<file path="src/rtl/gyro_pkg.sv">
// gyro_pkg -- shared definitions for the gyro SPI slave.
//   * FSM state encoding (also exported on the slave's debug state port)
//   * WHO_AM_I address/value
//   * register-file address and data widths
package gyro_pkg;

    localparam int ADDR_W = 6;
    localparam int DATA_W = 8;

    localparam logic [ADDR_W-1:0] WHO_AM_I_ADDR = 6'h0F;
    localparam logic [DATA_W-1:0] WHO_AM_I_VAL  = 8'hD3;

    typedef enum logic [1:0] {
        ST_IDLE = 2'd0,
        ST_CMD  = 2'd1,
        ST_DATA = 2'd2
    } gyro_state_t;

endpackage

</file>
<file path="src/rtl/gyro_sync.sv">
// gyro_sync -- 2-flop synchronizer plus rise/fall edge detector for one
// asynchronous input.
// Ports:
//   gyroclk    system clock
//   gyroreset  asynchronous active-high reset (all flops load RESET_VAL)
//   din        asynchronous input
//   dout       synchronized level
//   rise/fall  one-cycle pulses on synchronized edges
// RESET_VAL is the input's idle level, so leaving reset never fakes an edge.
module gyro_sync #(
    parameter logic RESET_VAL = 1'b0
) (
    input  logic gyroclk,
    input  logic gyroreset,
    input  logic din,
    output logic dout,
    output logic rise,
    output logic fall
);

    logic meta;
    logic sync;
    logic prev;

    always_ff @(posedge gyroclk or posedge gyroreset) begin
        if (gyroreset) begin
            meta <= RESET_VAL;
            sync <= RESET_VAL;
            prev <= RESET_VAL;
        end else begin
            meta <= din;
            sync <= meta;
            prev <= sync;
        end
    end

    assign dout = sync;
    assign rise = sync & ~prev;
    assign fall = ~sync & prev;

endmodule

</file>
<file path="src/rtl/gyro_slave.sv">
// gyro_slave -- SPI slave (CPOL=1, CPHA=1, MSB first) in front of a 64x8
// register file. Address 0x0F is the read-only WHO_AM_I register (0xD3).
// Ports:
//   gyroclk, gyroreset      system clock, async active-high reset
//   gyross, gyrosclk        SPI select (active low) and clock (idles high)
//   gyrosdi, gyrosdo        SPI data in / out (gyrosdo idles at 1)
//   regwr, regwaddr,        one-cycle strobe with address/data of each
//   regwdata                committed SPI write
//   regsel, regsdata        host-side combinational read port
//   busy                    synchronized gyross is low
//   fsmstate                debug view of the transaction FSM (gyro_state_t)
// Build option: define GYRO_SLAVE_MULTIBYTE_EN to honour the MS bit
// (address auto-increment with continued transfer). Undefined, only the first
// data byte of a transaction is used.
//
// regwr handshake: valid-only strobe, there is no ready. regwr is high for
// exactly one gyroclk cycle per committed byte and regwaddr/regwdata are valid
// in that cycle; the consumer must take it then. The register file already
// holds the new value in the cycle regwr is high.
module gyro_slave
    import gyro_pkg::*;
(
    input  logic              gyroclk,
    input  logic              gyroreset,
    input  logic              gyross,
    input  logic              gyrosclk,
    input  logic              gyrosdi,
    output logic              gyrosdo,
    output logic              regwr,
    output logic [ADDR_W-1:0] regwaddr,
    output logic [DATA_W-1:0] regwdata,
    input  logic [ADDR_W-1:0] regsel,
    output logic [DATA_W-1:0] regsdata,
    output logic              busy,
    output logic [1:0]        fsmstate
);

    // ---------------- input synchronizers ----------------
    logic ss_s, ss_rise, ss_fall;
    logic sclk_s, sclk_rise, sclk_fall;
    logic sdi_s, sdi_rise, sdi_fall;

    gyro_sync #(.RESET_VAL(1'b1)) u_sync_ss (
        .gyroclk(gyroclk), .gyroreset(gyroreset), .din(gyross),
        .dout(ss_s), .rise(ss_rise), .fall(ss_fall)
    );
    gyro_sync #(.RESET_VAL(1'b1)) u_sync_sclk (
        .gyroclk(gyroclk), .gyroreset(gyroreset), .din(gyrosclk),
        .dout(sclk_s), .rise(sclk_rise), .fall(sclk_fall)
    );
    gyro_sync #(.RESET_VAL(1'b0)) u_sync_sdi (
        .gyroclk(gyroclk), .gyroreset(gyroreset), .din(gyrosdi),
        .dout(sdi_s), .rise(sdi_rise), .fall(sdi_fall)
    );

    // A transaction may only start after gyross has been seen high once the
    // synchronizer has refilled after reset. This keeps a reset that lands
    // while the master holds gyross low from starting mid-stream.
    logic [1:0] sync_fill;
    logic       armed;

    always_ff @(posedge gyroclk or posedge gyroreset) begin
        if (gyroreset) begin
            sync_fill <= 2'b00;
            armed     <= 1'b0;
        end else begin
            sync_fill <= {sync_fill[0], 1'b1};
            if (sync_fill[1] && ss_s) armed <= 1'b1;
        end
    end

    // ---------------- FSM ----------------
    gyro_state_t state_q, state_d;

    logic [2:0]        bitcnt;
    logic [7:0]        rx_sr;
    logic [7:0]        tx_sr;
    logic              rw;
    logic              ms;
    logic [ADDR_W-1:0] addr;
    logic              done;
    logic              sdo_q;

    always_ff @(posedge gyroclk or posedge gyroreset) begin
        if (gyroreset) state_q <= ST_IDLE;
        else           state_q <= state_d;
    end

    always_comb begin
        state_d = state_q;
        case (state_q)
            ST_IDLE: if (ss_fall && armed) state_d = ST_CMD;
            ST_CMD:  if (sclk_rise && bitcnt == 3'd7) state_d = ST_DATA;
            ST_DATA: state_d = ST_DATA;
            default: state_d = ST_IDLE;
        endcase
        // Deselect wins over everything, including a same-cycle clock edge.
        if (ss_rise) state_d = ST_IDLE;
    end

    // ---------------- datapath decode ----------------
    logic [7:0]        byte_in;
    logic              cmd_last;
    logic              byte_done;
    logic              data_fall;
    logic              wr_commit;
    logic              cont;
    logic [ADDR_W-1:0] next_addr;
    logic [ADDR_W-1:0] tx_addr;
    logic [DATA_W-1:0] tx_data;
    logic [DATA_W-1:0] mem [64];

    assign byte_in   = {rx_sr[6:0], sdi_s};
    assign cmd_last  = (state_q == ST_CMD) && sclk_rise && !ss_rise && (bitcnt == 3'd7);
    assign byte_done = (state_q == ST_DATA) && sclk_rise && !ss_rise && !done &&
                       (bitcnt == 3'd7);
    assign data_fall = (state_q == ST_DATA) && sclk_fall && !ss_rise && rw;
    assign wr_commit = byte_done && !rw && (addr != WHO_AM_I_ADDR);
    assign next_addr = addr + 6'd1;

`ifdef GYRO_SLAVE_MULTIBYTE_EN
    assign cont = ms;
`else
    assign cont = 1'b0;
`endif

    // TX load source: the command's address at the end of the command byte,
    // otherwise the incremented address for a multibyte reload.
    assign tx_addr = (state_q == ST_CMD) ? byte_in[5:0] : next_addr;
    assign tx_data = (tx_addr == WHO_AM_I_ADDR) ? WHO_AM_I_VAL : mem[tx_addr];

    always_ff @(posedge gyroclk or posedge gyroreset) begin
        if (gyroreset) begin
            bitcnt   <= '0;
            rx_sr    <= '0;
            tx_sr    <= 8'hFF;
            rw       <= 1'b0;
            ms       <= 1'b0;
            addr     <= '0;
            done     <= 1'b0;
            sdo_q    <= 1'b1;
            regwr    <= 1'b0;
            regwaddr <= '0;
            regwdata <= '0;
        end else begin
            regwr <= 1'b0;
            if (state_q == ST_IDLE || ss_rise) begin
                bitcnt <= '0;
                done   <= 1'b0;
                tx_sr  <= 8'hFF;
                sdo_q  <= 1'b1;
            end else begin
                if (sclk_rise && !done) begin
                    rx_sr  <= byte_in;
                    bitcnt <= bitcnt + 3'd1;
                end
                if (cmd_last) begin
                    rw    <= byte_in[7];
                    ms    <= byte_in[6];
                    addr  <= byte_in[5:0];
                    tx_sr <= byte_in[7] ? tx_data : 8'hFF;
                end
                if (byte_done) begin
                    if (wr_commit) begin
                        regwr    <= 1'b1;
                        regwaddr <= addr;
                        regwdata <= byte_in;
                    end
                    if (cont) begin
                        addr <= next_addr;
                        if (rw) tx_sr <= tx_data;
                    end else begin
                        done <= 1'b1;
                    end
                end
                // Ones shift in behind the data, so gyrosdo returns to 1
                // after the last valid bit.
                if (data_fall) begin
                    sdo_q <= tx_sr[7];
                    tx_sr <= {tx_sr[6:0], 1'b1};
                end
            end
        end
    end

    // ---------------- register file ----------------
    // 0x0F is never written; reads of it are substituted with WHO_AM_I_VAL.
    always_ff @(posedge gyroclk or posedge gyroreset) begin
        if (gyroreset) begin
            for (int i = 0; i < 64; i++) mem[i] <= '0;
        end else if (wr_commit) begin
            mem[addr] <= byte_in;
        end
    end

    assign regsdata = (regsel == WHO_AM_I_ADDR) ? WHO_AM_I_VAL : mem[regsel];
    assign gyrosdo  = sdo_q;
    assign busy     = ~ss_s;
    assign fsmstate = state_q;

    logic unused_sig;
`ifdef GYRO_SLAVE_MULTIBYTE_EN
    assign unused_sig = &{1'b0, sclk_s, sdi_rise, sdi_fall};
`else
    assign unused_sig = &{1'b0, sclk_s, sdi_rise, sdi_fall, ms};
`endif

endmodule
</file>
<file path="config.mk">
export PLATFORM = sky130hd
export DESIGN_NAME = gyro_slave
export DESIGN_NICKNAME = d
export VERILOG_FILES = /design/src/rtl/gyro_pkg.sv /design/src/rtl/gyro_sync.sv /design/src/rtl/gyro_slave.sv
export SDC_FILE = /design/constraint.sdc
export NUM_CORES = 1
export LEC_CHECK = 0
export ABC_CLOCK_PERIOD_IN_PS = 16900
export CAP_MARGIN = 20
export CORE_MARGIN = 3
export CORE_UTILIZATION = 45
export CTS_CLUSTER_DIAMETER = 80
export DETAILED_ROUTE_END_ITERATION = 7
export GPL_TIMING_DRIVEN = 0
export HOLD_SLACK_MARGIN = 0.08
export PLACE_DENSITY = 0.6
export SKIP_CTS_REPAIR_TIMING = 1
export SYNTH_ARGS = -nofsm -noshare
export SYNTH_HDL_FRONTEND = slang
export SYNTH_SLANG_ARGS = --single-unit
</file>
<file path="constraint.sdc">
create_clock -name gyroclk -period 16.9 [get_ports gyroclk]
set_clock_uncertainty 0.1 [all_clocks]
set_input_delay 1.69 -clock gyroclk [delete_from_list [all_inputs] [get_ports gyroclk]]
set_output_delay 1.69 -clock gyroclk [all_outputs]
set_load 0.02 [all_outputs]
</file>
[Word level (Yosys, flattened, before mapping)]
Index checks and enable logic that the tools add are counted.
Word-level totals
  register bits: 567
  input bits: 11
  output and inout port bits: 27
  word-level logic and storage cells: 170
Cells by class
  add/subtract/negate cells: 2
  order comparisons: 4
  equal/unequal tests: 8
  mux-type cells: 29
  bitwise operators: 12
  reduce and logical (&&, ||, !) cells: 30
Operators with widths (count)
  bitwise mux 512 bit: 1
  binary-select mux 8 bit (select 6 bit): 2
  two-way mux 8 bit: 11
  demux 8 bit (select 6 bit): 1
  >= comparator 7 bit (second input constant): 3
  NOT 6 -> 7 bit: 3
  logical AND 1 bit: 17
  == test 6 x 4 -> 1 bit (second input constant): 2
  less-than comparator 7 x 1 -> 1 bit (second input constant): 1
  two-way mux 1 bit: 7
  adder 6 x 1 -> 6 bit (second input constant): 1
  two-way mux 2 bit: 3
  two-way mux 3 bit: 2
  two-way mux 6 bit: 1
  inequality test 3 bit (second input constant): 2
  inequality test 6 x 4 -> 1 bit (second input constant): 1
  one-hot mux 2 bit (3 select lines): 1
  AND reduction 2 bit: 3
  nonzero test 2 bit: 3
  NOT 1 bit: 5
  bitwise AND 1 bit: 4
  adder 3 x 1 -> 3 bit (second input constant): 1
  == test 3 bit (second input constant): 1
  zero test 1 bit: 3
  other kinds (6): 6

[Longest topological paths before layout]
  depth after elaboration: 11
  depth in mapped cells: 16
  mapped depth without buffers: 10

[By module]
Synthesis repeated with hierarchy kept, for this count alone.
Second synthesis, totals
  cells, all modules: 2146
  area, all modules: 30255.3 um^2
By module, submodules not included
  gyro_slave: instances 1, cells each 2128, area each 29966.2 um^2
  gyro_sync (u_sync_sclk ...): instances 2, cells each 6, area each 97.6 um^2
  gyro_sync (u_sync_sdi): instances 1, cells each 6, area each 93.8 um^2

[Least setup slack after synthesis]
OpenSTA, ideal clock, no wires.
  kind: input to output
  start: in regsel[1]
  end: out regsdata[0]
  arrival time: 3.965 ns
  slack: 11.145 ns
  stages: 5
  buffers on the path: 1
  cells stage by stage: buf_1 mux4_2 mux4_2 mux4_2 or2_1
Between the ends
  word-level cells in the longest chain between the ends: 5
Ends and longest elaborated chain
  start, declared: RTL line gyro_slave.sv:32  | input logic [ADDR_W-1:0] regsel,
  NOT 6 -> 7 bit (implied by the code): RTL line gyro_slave.sv:196  | assign regsdata = (regsel == WHO_AM_I_ADDR) ? WHO_AM_I_VAL : mem[regsel];
  binary-select mux 8 bit (select 6 bit): RTL line gyro_slave.sv:196
  two-way mux 8 bit (implied by the code) (2 in a row): RTL line gyro_slave.sv:196
  two-way mux 8 bit *: RTL line gyro_slave.sv:196
  end, declared: RTL line gyro_slave.sv:33  | output logic [DATA_W-1:0] regsdata,
Every way passes the cells marked *; elsewhere a longest branch is shown, timed or not. The select of a mux whose other input is x is not followed.

[Worst setup path in the final report]
  start: in regsel[1]
  end: out regsdata[3]
The elaborated chain is that of the path after synthesis.

==> reports/metrics.yaml <==
drt:
  vias_per_cell: 6.77
  drtPass1Iterations: 6
  drcViolationCount: 0
  num_vias: 22000
  wl_per_cell_um: 35.6
  antenna_left: 0
  wirelength_mm: 116
  drtIter0Drc: 2536
worst_setup_path:
  reg2reg_slack_ns: 12.04
  cpMostUsedCell: "mux4_2"
  worstPathRequired_ns: 15.11
  reg2reg_from: "fsmstate[1]"
  cp-end-kind: "primary output"
  crit_path_start_kind: "input pin"
  reg2reg_depth: 13
  critPathKind: "in2out"
  crit_path_max_fanout: 10
  endpoint: "regsdata[3]"
  regToRegEndpoint: "tx_sr[6]"
  crit_start: "regsel[1]"
  max_stage_delay_ns: 0.92
  worstPathArrival_ns: 5.71
  worstPathCellList: "clkbuf_1 > buf_1 > mux4_2 > mux4_2 > mux4_2 > nor2b_1 > clkdlybuf4s50_1"
  critical-path-slowest-cell: "buf_1"
cts:
  clock_tree.root_cell: "clkbuf_16"
  clock_latency_ns: 0.62
  max-clock-path-buffers: 3
  h-tree-depth: 3
  cts_tree: "built"
  path_clk_slew_ns: 0.05
  numClockSinks: 567
  numCtsBuffers: 67
die:
  die_y_um: 265
  ios: 38
  die_area_mm2: 0.0704
  initial_core_util_pct: 45.7
  die_w_um: 265
  rows: 94
  coreArea_mm2: 0.0662
logic_synthesis:
  yosys_warnings: 0
  synth-seq-area-share_pct: 47.0
  synth_seq_cells: 567
  ys_types: 72
  avgSynthCellArea_um2: 13.7
  synth_cells: 2215
  synthFlopType: "dfrtp_1"
  synth_edf_count: 0
  ys_async_sr_fraction_pct: 100
  syn_area_mm2: 0.0302
  syn-num-nets: 2233
power_and_ir_drop:
  p_total_mw: 3.89
  pwr-share-seq_pct: 35.8
  p_clk_share_pct: 38.8
  irDropWorstVdd_mv: 0.0799
  switching_share_pct: 35.1
  power_frac_comb_pct: 25.4
  leakage_nw: 15.4
  p_per_area_mw_per_mm2: 113
  internal_power_mw: 2.52
  p_sw_mw: 1.37
cells_and_area:
  nets: 2364
  final_cell_mix: "dfrtp_1, mux2_2, nand2_1"
  final_util_pct: 52.0
  fillerInstances: 5635
  seq_area_mm2: 0.0142
  final_area_mm2: 0.0345
  drive_above_1_share_pct: 43.1
  layoutNonFillerInstCount: 3258
  area_growth_pct: 14.0
  final_common_cell: "dfrtp_1"
  multi_input_area_mm2: 0.0151
placed_design:
  hpwl_mm: 84.7
  place_congestion: 1.04
  dp_cells: 3141
  dpl-instance-area_mm2: 0.0322
  dp_slack_ns: 9.46
  io_buffers: 31
grt:
  track_usage_pct: 33.4
  grt_pass1_vias: 21900
  grt_max_degree: 44
  antenna_found_initial: 4
  grt_pass1_wl_mm: 166
  grt_remaining_overflow: 0
timing:
  fin_ws_ns: 9.40
  rsz0062_at_grt: "no"
  relSlewSlack_pct: 20.0
  whs_ns: 0.256
  finalSetupTns_ns: 0
  hold_violations: 0
  setup_viol: 0
  fmax_mhz: 133
  fin_crit_ns: 7.50
  worst_pin_slew_ns: 1.20
  fin_crit_sh_pct: 44.4
  slew_viol_final: 0
status:
  status: "completed"
worst_hold_path:
  hp-class: "reg2reg"
job:
  cap_violations: 0
cells by family after synthesis:
family	synth area share [%]
XOR/XNOR	0.0828
multiplexers	38.7
adder cells (fa/ha/maj)	0.290
AND/OR/NAND/NOR	8.16
buffers and inverters	3.04
flip-flops	47.0
AO/OA/AOI/OAI	2.75
other	0.0124
critical path, delay by kind of cell:
kind	cells	cell delay, ns
buf+inv	3	2.30
mux	3	1.55
simple gates	1	0.16
power by group through the flow:
| stage | Sequential, mW | Clock (mW) | Combinational, mW |
|---|---|---|---|
| 2_1_floorplan | 1.41 | 0 | 0.488 |
| 3_3_place_gp | 1.42 | 0 | 0.918 |
| 3_5_place_dp | 1.42 | 0 | 0.940 |
| 4_1_cts | 1.39 | 1.52 | 0.943 |
| 5_1_grt | 1.39 | 1.58 | 0.992 |
| 6_report | 1.39 | 1.51 | 0.988 |
area by class of cell:
type / count / area share, %
multi-input cells: 1460 / 43.9
flip-flops and latches: 567 / 41.2
clock buffers: 96 / 5.74
well taps: 864 / 3.14
plain buffers: 180 / 2.58
repair buffers: 62 / 2.48
clock inverters: 20 / 0.860
inverters: 8 / 0.0980
diodes: 1 / 0.00726
how the worst min path moves through the flow:
stage                          startpoint         endpoint  slack, ns  depth (start not counted)
after floorplan              sync_fill[0]     sync_fill[1]       0.23                          0
after global placement    u_sync_sdi.meta  u_sync_sdi.dout       0.24                          0
after detailed placement     sync_fill[0]     sync_fill[1]       0.25                          0
after CTS                    sync_fill[0]     sync_fill[1]       0.26                          0
after global routing         sync_fill[0]     sync_fill[1]       0.26                          0
final                     u_sync_sdi.meta  u_sync_sdi.dout       0.26                          0
cell usage after synthesis, drive strengths merged (2+ instances only):
library cell | instances | area share [%]
dfstp | 15 | 1.3
a32oi | 4 | 0.12
nand3b | 3 | 0.074
nor4 | 2 | 0.041
or2 | 9 | 0.19
buf | 86 | 1.8
xnor2 | 2 | 0.083
inv | 8 | 0.099
nand2b | 4 | 0.083
nand4 | 23 | 0.48
nor2b | 4 | 0.083
a21oi | 22 | 0.36
nand2 | 318 | 4.0
a21o | 2 | 0.050
a22oi | 3 | 0.074
o22ai | 7 | 0.14
and3 | 13 | 0.27
o21ai | 42 | 0.71
and2 | 4 | 0.083
a311o | 2 | 0.066
o211ai | 2 | 0.050
mux2 | 501 | 19
mux4 | 258 | 19
o221a | 2 | 0.074
o2111a | 2 | 0.074
a211oi | 3 | 0.074
a31oi | 14 | 0.29
a311oi | 6 | 0.17
o2bb2ai | 2 | 0.058
o21a | 3 | 0.074
o311ai | 2 | 0.058
dfrtp | 552 | 46
nor2 | 60 | 1.0
nor3b | 3 | 0.074
o221ai | 2 | 0.058
ha | 7 | 0.29
nand3 | 77 | 1.3
or3 | 3 | 0.062
clkbuf | 94 | 1.2
or4 | 2 | 0.050
nor3 | 14 | 0.25
mux2i | 21 | 0.75
flip-flops by register name, summed over array words and instances (netlist names):
register          count
armed                 1
regwr                 1
bitcnt                3
u_sync_ss.prev        1
fsmstate              2
addr                  6
sync_fill             2
done                  1
u_sync_sclk.meta      1
u_sync_sclk.prev      1
rx_sr                 7
u_sync_ss.dout        1
regwdata              8
tx_sr                 8
rw                    1
gyrosdo               1
u_sync_ss.meta        1
u_sync_sdi.meta       1
u_sync_sclk.dout      1
u_sync_sdi.dout       1
mem                 512
regwaddr              6
per-layer routing:
layer	routed length (um)	track usage (%)	up-vias
met3	13200	10.5	346
met4	6850	16.3	2
li1	-	-	8594
met5	20	0	-
met2	48900	47.8	1419
met1	47100	46.5	11700
Power figures use the tool's default switching activity.
